===== config.mk =====
export PLATFORM = sky130hd
export DESIGN_NAME = spike_event_core_flat
export DESIGN_NICKNAME = d
export VERILOG_FILES = /design/src/rtl/spike_event_core_if.sv /design/src/rtl/spike_event_core.sv /design/src/flat_wrapper.sv
export SDC_FILE = /design/constraint.sdc
export NUM_CORES = 2
export LEC_CHECK = 0
export CORE_ASPECT_RATIO = 1.5
export CORE_MARGIN = 8
export CORE_UTILIZATION = 30
export CTS_CLUSTER_SIZE = 10
export DETAILED_ROUTE_END_ITERATION = 16
export GPL_ROUTABILITY_DRIVEN = 0
export PLACE_DENSITY = 0.44
export SETUP_SLACK_MARGIN = 0.5
export SYNTH_ARGS = -nofsm -noshare
export SYNTH_HDL_FRONTEND = slang
export SYNTH_SLANG_ARGS = --single-unit
export TNS_END_PERCENT = 10

===== constraint.sdc =====
create_clock -name CLK -period 4.6 [get_ports CLK]
set_input_delay 0.92 -clock CLK [delete_from_list [all_inputs] [get_ports CLK]]
set_output_delay 0.92 -clock CLK [all_outputs]
set_load 0.005 [all_outputs]

===== src/rtl/spike_event_core_if.sv =====
// spike_event_core_if
// Purpose: OBI-style slave bus bundle for the spike-time store.
// Signals:
//   bus_req_i    request (master -> slave)
//   bus_we_i     write enable (master -> slave)
//   bus_be_i     byte enables, BUS_W/8 bits (master -> slave)
//   bus_addr_i   32-bit byte address (master -> slave)
//   bus_wdata_i  write data (master -> slave)
//   bus_gnt_o    grant (slave -> master)
//   bus_rvalid_o response valid, one cycle after grant (slave -> master)
//   bus_rdata_o  read data, zero for write responses (slave -> master)
interface spike_event_core_if #(
  parameter int BUS_W = 32
);
  logic               bus_req_i;
  logic               bus_we_i;
  logic [BUS_W/8-1:0] bus_be_i;
  logic [31:0]        bus_addr_i;
  logic [BUS_W-1:0]   bus_wdata_i;
  logic               bus_gnt_o;
  logic               bus_rvalid_o;
  logic [BUS_W-1:0]   bus_rdata_o;

  modport master (
    output bus_req_i, bus_we_i, bus_be_i, bus_addr_i, bus_wdata_i,
    input  bus_gnt_o, bus_rvalid_o, bus_rdata_o
  );

  modport slave (
    input  bus_req_i, bus_we_i, bus_be_i, bus_addr_i, bus_wdata_i,
    output bus_gnt_o, bus_rvalid_o, bus_rdata_o
  );
endinterface


===== src/rtl/spike_event_core.sv =====
// spike_event_core
// Purpose: stores one TIME_W-bit firing time per neuron in a lane-packed
//   single-port memory and, on each tick request, scans it and queues the
//   address of every neuron due to fire into an output FIFO.
// Ports:
//   CLK, RST          clock, synchronous active-high reset
//   bus               OBI-style slave port (spike_event_core_if.slave)
//   start_i           begin a run: clear fired mask and overrun, then scan
//   next_tick_i       scan for the current tick_i
//   tick_i            current time tick
//   rec_valid_i/rec_addr_i/rec_ready_o  output-spike record write port
//   fifo_rd_i         pop output FIFO
//   fifo_data_o       head neuron address (valid while not empty)
//   fifo_empty_o      output FIFO empty
//   busy_o            scan in progress
//   done_o            one-cycle pulse at scan completion
//   overrun_o         sticky: tick request arrived while busy
module spike_event_core #(
  parameter int N          = 256,
  parameter int TIME_W     = 8,
  parameter int BUS_W      = 32,
  parameter int FIFO_DEPTH = 16,
  parameter int MATCH_MODE = 0
) (
  input  logic                 CLK,
  input  logic                 RST,
  spike_event_core_if.slave    bus,
  input  logic                 start_i,
  input  logic                 next_tick_i,
  input  logic [TIME_W-1:0]    tick_i,
  input  logic                 rec_valid_i,
  input  logic [$clog2(N)-1:0] rec_addr_i,
  output logic                 rec_ready_o,
  input  logic                 fifo_rd_i,
  output logic [$clog2(N)-1:0] fifo_data_o,
  output logic                 fifo_empty_o,
  output logic                 busy_o,
  output logic                 done_o,
  output logic                 overrun_o
);
  localparam int LANES = BUS_W / TIME_W;
  localparam int WORDS = N / LANES;
  localparam int AW    = $clog2(WORDS);
  localparam int NAW   = $clog2(N);
  localparam int LAW   = (LANES > 1) ? $clog2(LANES) : 1;
  localparam int FAW   = $clog2(FIFO_DEPTH);
  localparam int BPL   = TIME_W / 8;

  typedef enum logic [1:0] {IDLE, READ, EVAL, DONE} state_t;

  state_t            r_state;
  logic [AW-1:0]     r_wordPtr;
  logic [TIME_W-1:0] r_tickQ;
  logic [LANES-1:0]  r_mask;
  logic [N-1:0]      r_fired;
  logic              r_busy;
  logic              r_done;
  logic              r_overrun;
  logic              r_rvalid;
  logic [BUS_W-1:0]  r_rdata;
  logic [BUS_W-1:0]  r_mem [WORDS];
  logic [NAW-1:0]    r_fifoMem [FIFO_DEPTH];
  logic [FAW:0]      r_wrPtr;
  logic [FAW:0]      r_rdPtr;

  logic              w_busAct;
  logic              w_recAct;
  logic              w_scanRd;
  logic [AW-1:0]     w_memAddr;
  logic [BUS_W-1:0]  w_memWdata;
  logic [LANES-1:0]  w_laneWe;
  logic [BUS_W-1:0]  w_rdWord;
  logic [LANES-1:0]  w_match;
  logic [LAW-1:0]    w_lowLane;
  logic [NAW-1:0]    w_pushAddr;
  logic              w_fifoEmpty;
  logic              w_fifoFull;
  logic              w_push;
  logic              w_pop;
  logic              w_unusedAddrBits;

  assign w_busAct = bus.bus_req_i;
  assign w_recAct = rec_valid_i & ~bus.bus_req_i;
  // The scan only gets the port on cycles nobody else wants it.
  assign w_scanRd = (r_state == READ) & ~bus.bus_req_i & ~rec_valid_i;

  assign w_unusedAddrBits = ^{bus.bus_addr_i[31:AW+2], bus.bus_addr_i[1:0]};

  // Single-port arbitration: bus beats record beats scan.
  always_comb begin
    w_memAddr  = r_wordPtr;
    w_memWdata = bus.bus_wdata_i;
    w_laneWe   = '0;
    if (w_busAct) begin
      w_memAddr = bus.bus_addr_i[AW+1:2];
      for (int k = 0; k < LANES; k++)
        w_laneWe[k] = bus.bus_we_i & (&bus.bus_be_i[k*BPL +: BPL]);
    end else if (w_recAct) begin
      w_memAddr  = AW'(rec_addr_i / NAW'(LANES));
      w_memWdata = {LANES{tick_i}};
      for (int k = 0; k < LANES; k++)
        w_laneWe[k] = (NAW'(k) == NAW'(rec_addr_i % NAW'(LANES)));
    end
  end

  assign w_rdWord = r_mem[w_memAddr];

  // Per-lane firing rule; the all-ones time is a "never fire" sentinel.
  always_comb begin
    w_match = '0;
    for (int k = 0; k < LANES; k++) begin
      if (w_rdWord[k*TIME_W +: TIME_W] != {TIME_W{1'b1}}) begin
        if (MATCH_MODE == 0)
          w_match[k] = (w_rdWord[k*TIME_W +: TIME_W] == r_tickQ);
        else
          w_match[k] = (w_rdWord[k*TIME_W +: TIME_W] <= r_tickQ) &
                       ~r_fired[NAW'(r_wordPtr * LANES + k)];
      end
    end
  end

  // Lowest pending lane so addresses leave in ascending order.
  always_comb begin
    w_lowLane = '0;
    for (int k = LANES - 1; k >= 0; k--)
      if (r_mask[k]) w_lowLane = LAW'(k);
  end

  assign w_pushAddr  = NAW'(r_wordPtr * LANES) + NAW'(w_lowLane);
  assign w_fifoEmpty = (r_wrPtr == r_rdPtr);
  assign w_fifoFull  = (r_wrPtr[FAW] != r_rdPtr[FAW]) &&
                       (r_wrPtr[FAW-1:0] == r_rdPtr[FAW-1:0]);
  assign w_push      = (r_state == EVAL) && (|r_mask) && !w_fifoFull;
  assign w_pop       = fifo_rd_i && !w_fifoEmpty;

  // Storage arrays carry no reset: memory contents survive RST.
  always_ff @(posedge CLK) begin
    for (int k = 0; k < LANES; k++)
      if (w_laneWe[k])
        r_mem[w_memAddr][k*TIME_W +: TIME_W] <= w_memWdata[k*TIME_W +: TIME_W];
    if (w_push)
      r_fifoMem[r_wrPtr[FAW-1:0]] <= w_pushAddr;
  end

  // Scan FSM, FIFO pointers, bus response and status flags.
  always_ff @(posedge CLK) begin
    if (RST) begin
      r_state   <= IDLE;
      r_wordPtr <= '0;
      r_tickQ   <= '0;
      r_mask    <= '0;
      r_fired   <= '0;
      r_busy    <= 1'b0;
      r_done    <= 1'b0;
      r_overrun <= 1'b0;
      r_rvalid  <= 1'b0;
      r_rdata   <= '0;
      r_wrPtr   <= '0;
      r_rdPtr   <= '0;
    end else begin
      r_rvalid <= bus.bus_req_i;
      r_rdata  <= (bus.bus_req_i & ~bus.bus_we_i) ? w_rdWord : '0;
      r_done   <= 1'b0;
      if (w_push) r_wrPtr <= r_wrPtr + 1'b1;
      if (w_pop)  r_rdPtr <= r_rdPtr + 1'b1;
      if ((r_state != IDLE) && (start_i || next_tick_i))
        r_overrun <= 1'b1;
      case (r_state)
        IDLE: begin
          if (start_i || next_tick_i) begin
            r_tickQ   <= tick_i;
            r_wordPtr <= '0;
            r_busy    <= 1'b1;
            r_state   <= READ;
            if (start_i) begin
              r_fired   <= '0;
              r_overrun <= 1'b0;
            end
          end
        end
        READ: begin
          if (w_scanRd) begin
            r_mask  <= w_match;
            r_state <= EVAL;
          end
        end
        EVAL: begin
          if (|r_mask) begin
            if (!w_fifoFull) begin
              r_mask[w_lowLane] <= 1'b0;
              if (MATCH_MODE == 1) r_fired[w_pushAddr] <= 1'b1;
            end
          end else if (r_wordPtr == AW'(WORDS - 1)) begin
            r_done  <= 1'b1;
            r_state <= DONE;
          end else begin
            r_wordPtr <= r_wordPtr + 1'b1;
            r_state   <= READ;
          end
        end
        DONE: begin
          r_busy  <= 1'b0;
          r_state <= IDLE;
        end
        default: r_state <= IDLE;
      endcase
    end
  end

  assign bus.bus_gnt_o    = bus.bus_req_i;
  assign bus.bus_rvalid_o = r_rvalid;
  assign bus.bus_rdata_o  = r_rdata;
  assign rec_ready_o      = w_recAct;
  assign fifo_empty_o     = w_fifoEmpty;
  assign fifo_data_o      = w_fifoEmpty ? '0 : r_fifoMem[r_rdPtr[FAW-1:0]];
  assign busy_o           = r_busy;
  assign done_o           = r_done;
  assign overrun_o        = r_overrun;
endmodule

===== src/flat_wrapper.sv =====
// flat-port wrapper written by rule: the top's interface ports become plain ports
module spike_event_core_flat 
#(
  parameter int N          = 256,
  parameter int TIME_W     = 8,
  parameter int BUS_W      = 32,
  parameter int FIFO_DEPTH = 16,
  parameter int MATCH_MODE = 0
)
  (CLK, RST, start_i, next_tick_i, tick_i, rec_valid_i, rec_addr_i, rec_ready_o, fifo_rd_i, fifo_data_o, fifo_empty_o, busy_o, done_o, overrun_o, bus_bus_req_i, bus_bus_we_i, bus_bus_be_i, bus_bus_addr_i, bus_bus_wdata_i, bus_bus_gnt_o, bus_bus_rvalid_o, bus_bus_rdata_o);
  spike_event_core_if #(.BUS_W(BUS_W)) bus_i ();
  input  logic CLK;
  input  logic RST;
  input  logic start_i;
  input  logic next_tick_i;
  input  logic [TIME_W-1:0] tick_i;
  input  logic rec_valid_i;
  input  logic [$clog2(N)-1:0] rec_addr_i;
  output logic rec_ready_o;
  input  logic fifo_rd_i;
  output logic [$clog2(N)-1:0] fifo_data_o;
  output logic fifo_empty_o;
  output logic busy_o;
  output logic done_o;
  output logic overrun_o;
  input wire logic [$bits(bus_i.bus_req_i)-1:0] bus_bus_req_i;
  input wire logic [$bits(bus_i.bus_we_i)-1:0] bus_bus_we_i;
  input wire logic [$bits(bus_i.bus_be_i)-1:0] bus_bus_be_i;
  input wire logic [$bits(bus_i.bus_addr_i)-1:0] bus_bus_addr_i;
  input wire logic [$bits(bus_i.bus_wdata_i)-1:0] bus_bus_wdata_i;
  output wire logic [$bits(bus_i.bus_gnt_o)-1:0] bus_bus_gnt_o;
  output wire logic [$bits(bus_i.bus_rvalid_o)-1:0] bus_bus_rvalid_o;
  output wire logic [$bits(bus_i.bus_rdata_o)-1:0] bus_bus_rdata_o;
  assign bus_i.bus_req_i = bus_bus_req_i;
  assign bus_i.bus_we_i = bus_bus_we_i;
  assign bus_i.bus_be_i = bus_bus_be_i;
  assign bus_i.bus_addr_i = bus_bus_addr_i;
  assign bus_i.bus_wdata_i = bus_bus_wdata_i;
  assign bus_bus_gnt_o = bus_i.bus_gnt_o;
  assign bus_bus_rvalid_o = bus_i.bus_rvalid_o;
  assign bus_bus_rdata_o = bus_i.bus_rdata_o;
  spike_event_core #(.N(N), .TIME_W(TIME_W), .BUS_W(BUS_W), .FIFO_DEPTH(FIFO_DEPTH), .MATCH_MODE(MATCH_MODE)) u_core (.CLK(CLK), .RST(RST), .bus(bus_i), .start_i(start_i), .next_tick_i(next_tick_i), .tick_i(tick_i), .rec_valid_i(rec_valid_i), .rec_addr_i(rec_addr_i), .rec_ready_o(rec_ready_o), .fifo_rd_i(fifo_rd_i), .fifo_data_o(fifo_data_o), .fifo_empty_o(fifo_empty_o), .busy_o(busy_o), .done_o(done_o), .overrun_o(overrun_o));
endmodule

## After elaboration in Yosys (flattened, before gate mapping)

Memories as Yosys holds them, arrays and structs flattened. A register that Yosys moved wholly into a read port is not among the register bits.
Cells that the tools add are included.

| storage, ports and cells | value |
|---|---|
| register bits after elaboration | 66 |
| bits of input ports | 92 |
| bits in writable memories | 2176 |
| output and inout bits | 47 |
| memories kept | 2 |

| cells by class | value |
|---|---|
| reduce and logical (&&, ||, !) cells | 23 |
| order comparisons | 2 |
| equality and inequality tests | 24 |
| bitwise operators | 15 |
| $add $sub $neg | 4 |
| mux-type cells | 49 |

Memory list:

| name | depth | width | rd ports | clocked after memory_dff | write ports | RTL line | RTL |
|---|---|---|---|---|---|---|---|
| u_core.r_mem | 64 | 32 | 1 | 0 | 1 | spike_event_core.sv:61 | `logic [BUS_W-1:0] r_mem [WORDS];` |
| u_core.r_fifoMem | 16 | 8 | 1 | 1 | 1 | spike_event_core.sv:62 | `logic [NAW-1:0] r_fifoMem [FIFO_DEPTH];` |

Operators by type and width:

| cell | count |
|---|---|
| 2-to-1 mux 32 bit | 2 |
| equality test 8 bit | 4 |
| inequality test 8 bit, second input constant | 4 |
| 2-to-1 mux 6 bit | 5 |
| 2-to-1 mux 4 bit | 7 |
| 2-to-1 mux 1 bit | 21 |
| 2-to-1 mux 2 bit | 8 |
| case mux 6 bit (2 select lines) | 1 |
| adder 5 x 1 -> 5 bit, second input constant | 2 |
| adder 8 x 2 -> 8 bit | 1 |
| bitwise AND 1 bit | 8 |
| zero test 8 bit | 1 |
| 2-to-1 mux 8 bit | 1 |
| inequality test 2 bit, second input constant | 4 |
| case mux 2 bit (4 select lines) | 1 |
| case mux 4 bit (2 select lines) | 1 |
| AND reduction 4 bit | 2 |
| nonzero test 2 bit | 4 |
| adder 6 x 1 -> 6 bit, second input constant | 1 |
| equality test 6 bit, second input constant | 1 |
| logical AND 1 bit | 6 |
| OR reduction 6 bit | 1 |
| equality test 5 bit | 1 |
| inverter 1 bit | 5 |
| 20 further kinds | 25 |

## Longest topological paths before layout

| depth | value |
|---|---|
| depth after elaboration | 13 |
| depth in mapped cells | 18 |
| mapped depth without buffers | 11 |

## Least setup slack after synthesis

No wires, ideal clock.

| timing path | value |
|---|---|
| path kind | input port to flip-flop |
| start | input rec_valid_i |
| end | register u_core.r_mask[0] |
| path buffers | 5 |
| setup slack | 635 ps |
| library setup time | 69 ps |
| data arrival time | 3896 ps |
| stages on the path | 16 |
| data required time | 4531 ps |
| path through | mux2_4 > o21a_4 > buf_6 > buf_6 > buf_6 > buf_4 > buf_2 > mux2i_1 > a2111oi_0 > nor3_1 > a2111oi_0 > nand4_1 > xnor2_1 > nor4_1 > nand4_1 > o21ai_1 |

| on the way | value |
|---|---|
| word-level cells in the longest chain between the ends | 8 |
| elaborated cells between the ends (all ways) | 13 |
| those cells by class | eq/ne (3); mux (5); bitwise (3); reduce/logical (1); memory (1) |

RTL lines:

| what | RTL line | RTL |
|---|---|---|
| start: declaration | flat_wrapper.sv:17 | `input logic rec_valid_i;` |
| bitwise AND 1 bit | spike_event_core.sv:83 | `assign w_recAct = rec_valid_i & ~bus.bus_req_i;` |
| 2-to-1 mux 6 bit | spike_event_core.sv:98 | `end else if (w_recAct) begin` |
| 2-to-1 mux 6 bit | spike_event_core.sv:94 | `if (w_busAct) begin` |
| memory read (64 x 32 bit) | - |  |
| equality test 8 bit / inequality test 8 bit (equally long branches) | spike_event_core.sv:114, spike_event_core.sv:112 |  |
| 2-to-1 mux 1 bit | spike_event_core.sv:112 | `if (w_rdWord[k*TIME_W +: TIME_W] != {TIME_W{1'b1}}) begin` |
| 2-to-1 mux 4 bit | spike_event_core.sv:182 | `if (w_scanRd) begin` |
| case mux 4 bit (2 select lines) | spike_event_core.sv:168 | `case (r_state)` |
| end signal: assignment | spike_event_core.sv:183 | `r_mask <= w_match;` |
| end: declaration | spike_event_core.sv:54 | `logic [LANES-1:0] r_mask;` |

Parallel ways exist; a longest one is shown, timed or not. The select of a mux whose other input is x is not followed.
A chain may end at the register's enable or synchronous reset.

## Worst setup path after layout

| timing path | value |
|---|---|
| start | input rec_addr_i[3] |
| end | register u_core.r_mask[3] |

| on the way | value |
|---|---|
| word-level cells in the longest chain between the ends | 7 |
| elaborated cells between the ends (all ways) | 8 |
| those cells by class | eq/ne (2); mux (5); memory (1) |

RTL lines:

| what | RTL line | RTL |
|---|---|---|
| start: declaration | flat_wrapper.sv:18 | `input logic [$clog2(N)-1:0] rec_addr_i;` |
| 2-to-1 mux 6 bit * | spike_event_core.sv:98 |  |
| 2-to-1 mux 6 bit * | spike_event_core.sv:94 |  |
| memory read (64 x 32 bit) * | - |  |
| equality test 8 bit / inequality test 8 bit (equally long branches) | spike_event_core.sv:114, spike_event_core.sv:112 |  |
| 2-to-1 mux 1 bit * | spike_event_core.sv:112 |  |
| 2-to-1 mux 4 bit * | spike_event_core.sv:182 |  |
| case mux 4 bit (2 select lines) * | spike_event_core.sv:168 |  |

Mark *: on every way between the ends. The rest lies on a longest branch, timed or not. The select of a mux whose other input is x is not followed.

==> results.toml <==
[flow_run]
maxCapViolations = 0

[worst_hold_path]
min_to = "u_core.busy_o"
worstHoldPathCells = 2
min_path_type = "flop to flop"
worst_hold_startpoint = "u_core.busy_o"

[placed_design]
placement.io_buffers = 112
placed_cell_count = 10387
dp.final_hpwl_um = 247800

[synth]
synth.yosys.warnings = 0
synth_fp_nets = 5633
synth_top_area_share_pct = 74.10
postSynthAreaPerCell_um2 = 15.93
syn-instance-count = 5535
synth_top_area_cell = "sky130_fd_sc_hd__edfxtp_1"
synth_seq_area_share_pct = 75.69
ys.flop_type = "sky130_fd_sc_hd__edfxtp_1"
postSynthRegisterBits = 2246
post_synth_instance_area_um2 = 88180
postSynth.asyncResetShare_pct = 0
synth-edff-count = 2176
synth_cell_types = 88
ys_top_cells_by_area = "sky130_fd_sc_hd__edfxtp_1 74%, sky130_fd_sc_hd__mux4_2 2.4%, sky130_fd_sc_hd__nand2_1 2.3%, sky130_fd_sc_hd__o22ai_1 1.9%, sky130_fd_sc_hd__mux2_2 1.7%"

[global_route]
grtUsageMet2_pct = 38.29
groute.layer.met1.usage_pct = 26.57
number_of_global_route_vias_before_repair = 58311
antenna_found_initial = 20
grt_pass1_wl_um = 486200
grt_start_max_net_pins = 65
global_route.overflow_total = 0
groute.layer.met3.usage_pct = 3.809
grtUsageTotal_pct = 21.99
most_congested_layer_reported_by_global_routing = "met2"

[cts]
maximum_buffer_depth_of_the_clock_tree = 4
clockRootBuffer = "sky130_fd_sc_hd__clkbuf_16"
cts_made_buffers = 269
clock_insertion_delay_worst_skew_ns = 0.86
cts_tree = "done"
clock-sinks = 2246
cts.htree.levels = 5
path_clk_slew_ns = 0.06
cts_hold_buf = 0

[worst_setup_path]
crit_arrival_ns = 5.02
cp-start-kind = "primary input"
worstPathMaxFanout = 15
worstSetupEndpointType = "flop"
rr_endpoint = "u_core.r_mask[3]"
cp_data_required_time_ns = 5.33
internal_reg_to_reg_setup_slack_ns = 0.55
critical_path.reg2reg.startpoint = "u_core.r_wordPtr[1]"
ff2ff_path_depth = 13
criticalPathCategory = "primary input to flop"

[sta]
setup-violations-final = 0
fin_crit_ns = 4.287
worst_slew_margin_rel_pct = 20.97
final_min_period_over_clock_period_pct = 93.20
achievable-frequency_ghz = 0.2332
grt_setup_unrepaired = "yes"
finalMaxSlewViolations = 0
worst_pin_slew_ns = 1.179
fin_worst_skew_ns = 0.04511
total_negative_setup_slacks_ns = 0
hold_viol_final = 0

[finish]
final_common_cell = "sky130_fd_sc_hd__edfxtp_1"
multi_input_comb_area_um2 = 19810
layout_common_cells = "2,176 x sky130_fd_sc_hd__edfxtp_1, 1,036 x sky130_fd_sc_hd__buf_4, 501 x sky130_fd_sc_hd__nand2_1"
fillCellCount = 27539
nNetsFinal = 6832
final_cells = 10759
seqCellArea_um2 = 66750
area.growth.synth_to_final_pct = 26.16
share_of_cells_above_drive_strength_1_pct = 27.34

[die]
placement_rows = 244
initial_core_util_pct = 30.06
die_x_um = 458.7
ioPinCount = 139
die_y_extent_um = 680.0
design.die.area_um2 = 311900
floorplan.core_area_um2 = 293400

[drt]
antenna_left = 0
num_vias = 57420
wire_per_inst_um = 33.06
drt_first_pass_iters = 6
route.detailed.drc = 0
drt-vias-per-instance = 5.337
detail_route.wirelength_um = 355700
drtIter0Drc = 5496

[pwr]
power.ir.vdd_worst_mv = 0.2698
static-leakage-power_nw = 36.99
pwr_density_nw_per_um2 = 422.3

[outcome]
run_status = "complete, no violations"
## cell type report
type / instances / area share (%)
Antenna cell: 9 / 0.02024
Clock buffer: 326 / 6.396
Clock inverter: 25 / 0.2373
Inverter: 27 / 0.09110
Multi-Input combinational cell: 2873 / 17.81
Sequential cell: 2246 / 60.00
Tap cell: 3936 / 4.427
Timing Repair Buffer: 1317 / 11.02
## registers in the layout, indices dropped and copies added, names as in the netlist, named ones only
name / flops
u_core.r_mem: 2048
u_core.r_fifoMem: 128
u_core.bus.bus_rdata_o: 32
u_core.r_tickQ: 8
u_core.r_wordPtr: 6
u_core.r_rdPtr: 5
u_core.r_wrPtr: 5
u_core.r_mask: 4
u_core.r_state: 2
u_core.bus.bus_rvalid_o: 1
u_core.busy_o: 1
u_core.done_o: 1
u_core.overrun_o: 1
## worst max-delay path, stage by stage
cell	delay [ns]
sky130_fd_sc_hd__clkdlybuf4s50_1	0.46
sky130_fd_sc_hd__mux2_4	0.34
sky130_fd_sc_hd__o21a_4	0.25
sky130_fd_sc_hd__buf_12	0.18
sky130_fd_sc_hd__nand3_4	0.20
sky130_fd_sc_hd__buf_12	0.21
sky130_fd_sc_hd__o22ai_1	0.13
sky130_fd_sc_hd__o41ai_2	0.42
sky130_fd_sc_hd__o211ai_1	0.23
sky130_fd_sc_hd__or4_4	0.52
sky130_fd_sc_hd__or4_1	0.61
sky130_fd_sc_hd__nor4b_2	0.25
sky130_fd_sc_hd__o21a_1	0.19
sky130_fd_sc_hd__o41ai_2	0.08
## synth_stat cells, drive strengths merged (11+ instances only)
cell type  count
a2bb2oi       14
clkbuf       116
a32oi         11
xnor2         19
nand4         21
o22a          13
dfxtp         70
nor2b         19
or4           12
mux2         137
nand2        545
xor2          28
o22ai        272
a221oi        12
o2111ai       14
o32ai         25
nor2         399
o211ai        55
inv           26
o221ai       167
and3          18
mux4          93
nor4          23
a22oi         45
edfxtp      2176
or3           14
o21ai        104
buf          273
a211oi        51
nand3        145
nor3         101
a21oi        139
mux2i        145
a31oi         67
o31ai         26
nand2b        12
## layer usage
layer / up-vias / wire length [µm]
li1: 24331 / -
met1: 30100 / 137100
met2: 2303 / 176200
met3: 670 / 22920
met4: 16 / 19410
met5: - / 96
## worst max-delay path by stage
stage                       end               from  slack [ns]
6_report       u_core.r_mask[3]      rec_addr_i[3]        0.31
5_1_grt        u_core.r_mask[2]      rec_addr_i[4]        0.28
4_1_cts        u_core.r_mask[0]  bus_bus_addr_i[4]        0.35
3_5_place_dp   u_core.r_mask[2]        rec_valid_i       -1.39
3_3_place_gp   u_core.r_mask[2]        rec_valid_i       -1.48
2_1_floorplan  u_core.r_mask[0]        rec_valid_i        0.64
## through the flow
step	total power, mW	utilization, %	hold slack (ns)	worst slack (ns)	instance area [µm²]
floorplan	25.17	-	0.4527	0.6351	88180
global placement	28.31	35.28	0.4758	-1.479	103500
detailed placement	28.32	35.28	0.4768	-1.386	103500
CTS	47.27	37.86	0.4846	0.3511	111100
global route	48.13	37.91	0.5196	0.2827	111200
finish	46.98	37.92	0.4833	0.3127	111200
## what timing repair did
item | 4_1_cts | 5_1_grt
setup endpoints to repair | 34 | 18
resized for setup | 29 | 17
cloned | 0 | 1
setup buffers | 6 | 5
pin swaps | 4 | 7
## power breakdown
part	total (mW)	internal [mW]	switching, mW
combinational	5.23	1.84	3.39
sequential	22.7	22.7	0.0629
clock	19.0	10.9	8.13
## logic make-up (layout without fill, tap and decap cells)
logic type                 after synthesis  after routing  share of synthesized area (%)
DFF                                   2246           2246                          75.69
and+or+nand+nor                       1327           1327                          6.500
AOI/OAI and AO/OA                     1118           1118                          8.986
buffers and inverters                  416           1695                          2.490
muxes                                  375            375                          5.783
xor gates and xnor gates                47             47                         0.4668
adders and majority gates                6              6                        0.08513
other                                    0              9                              0
Note: power is estimated with default switching activity, not from simulation.
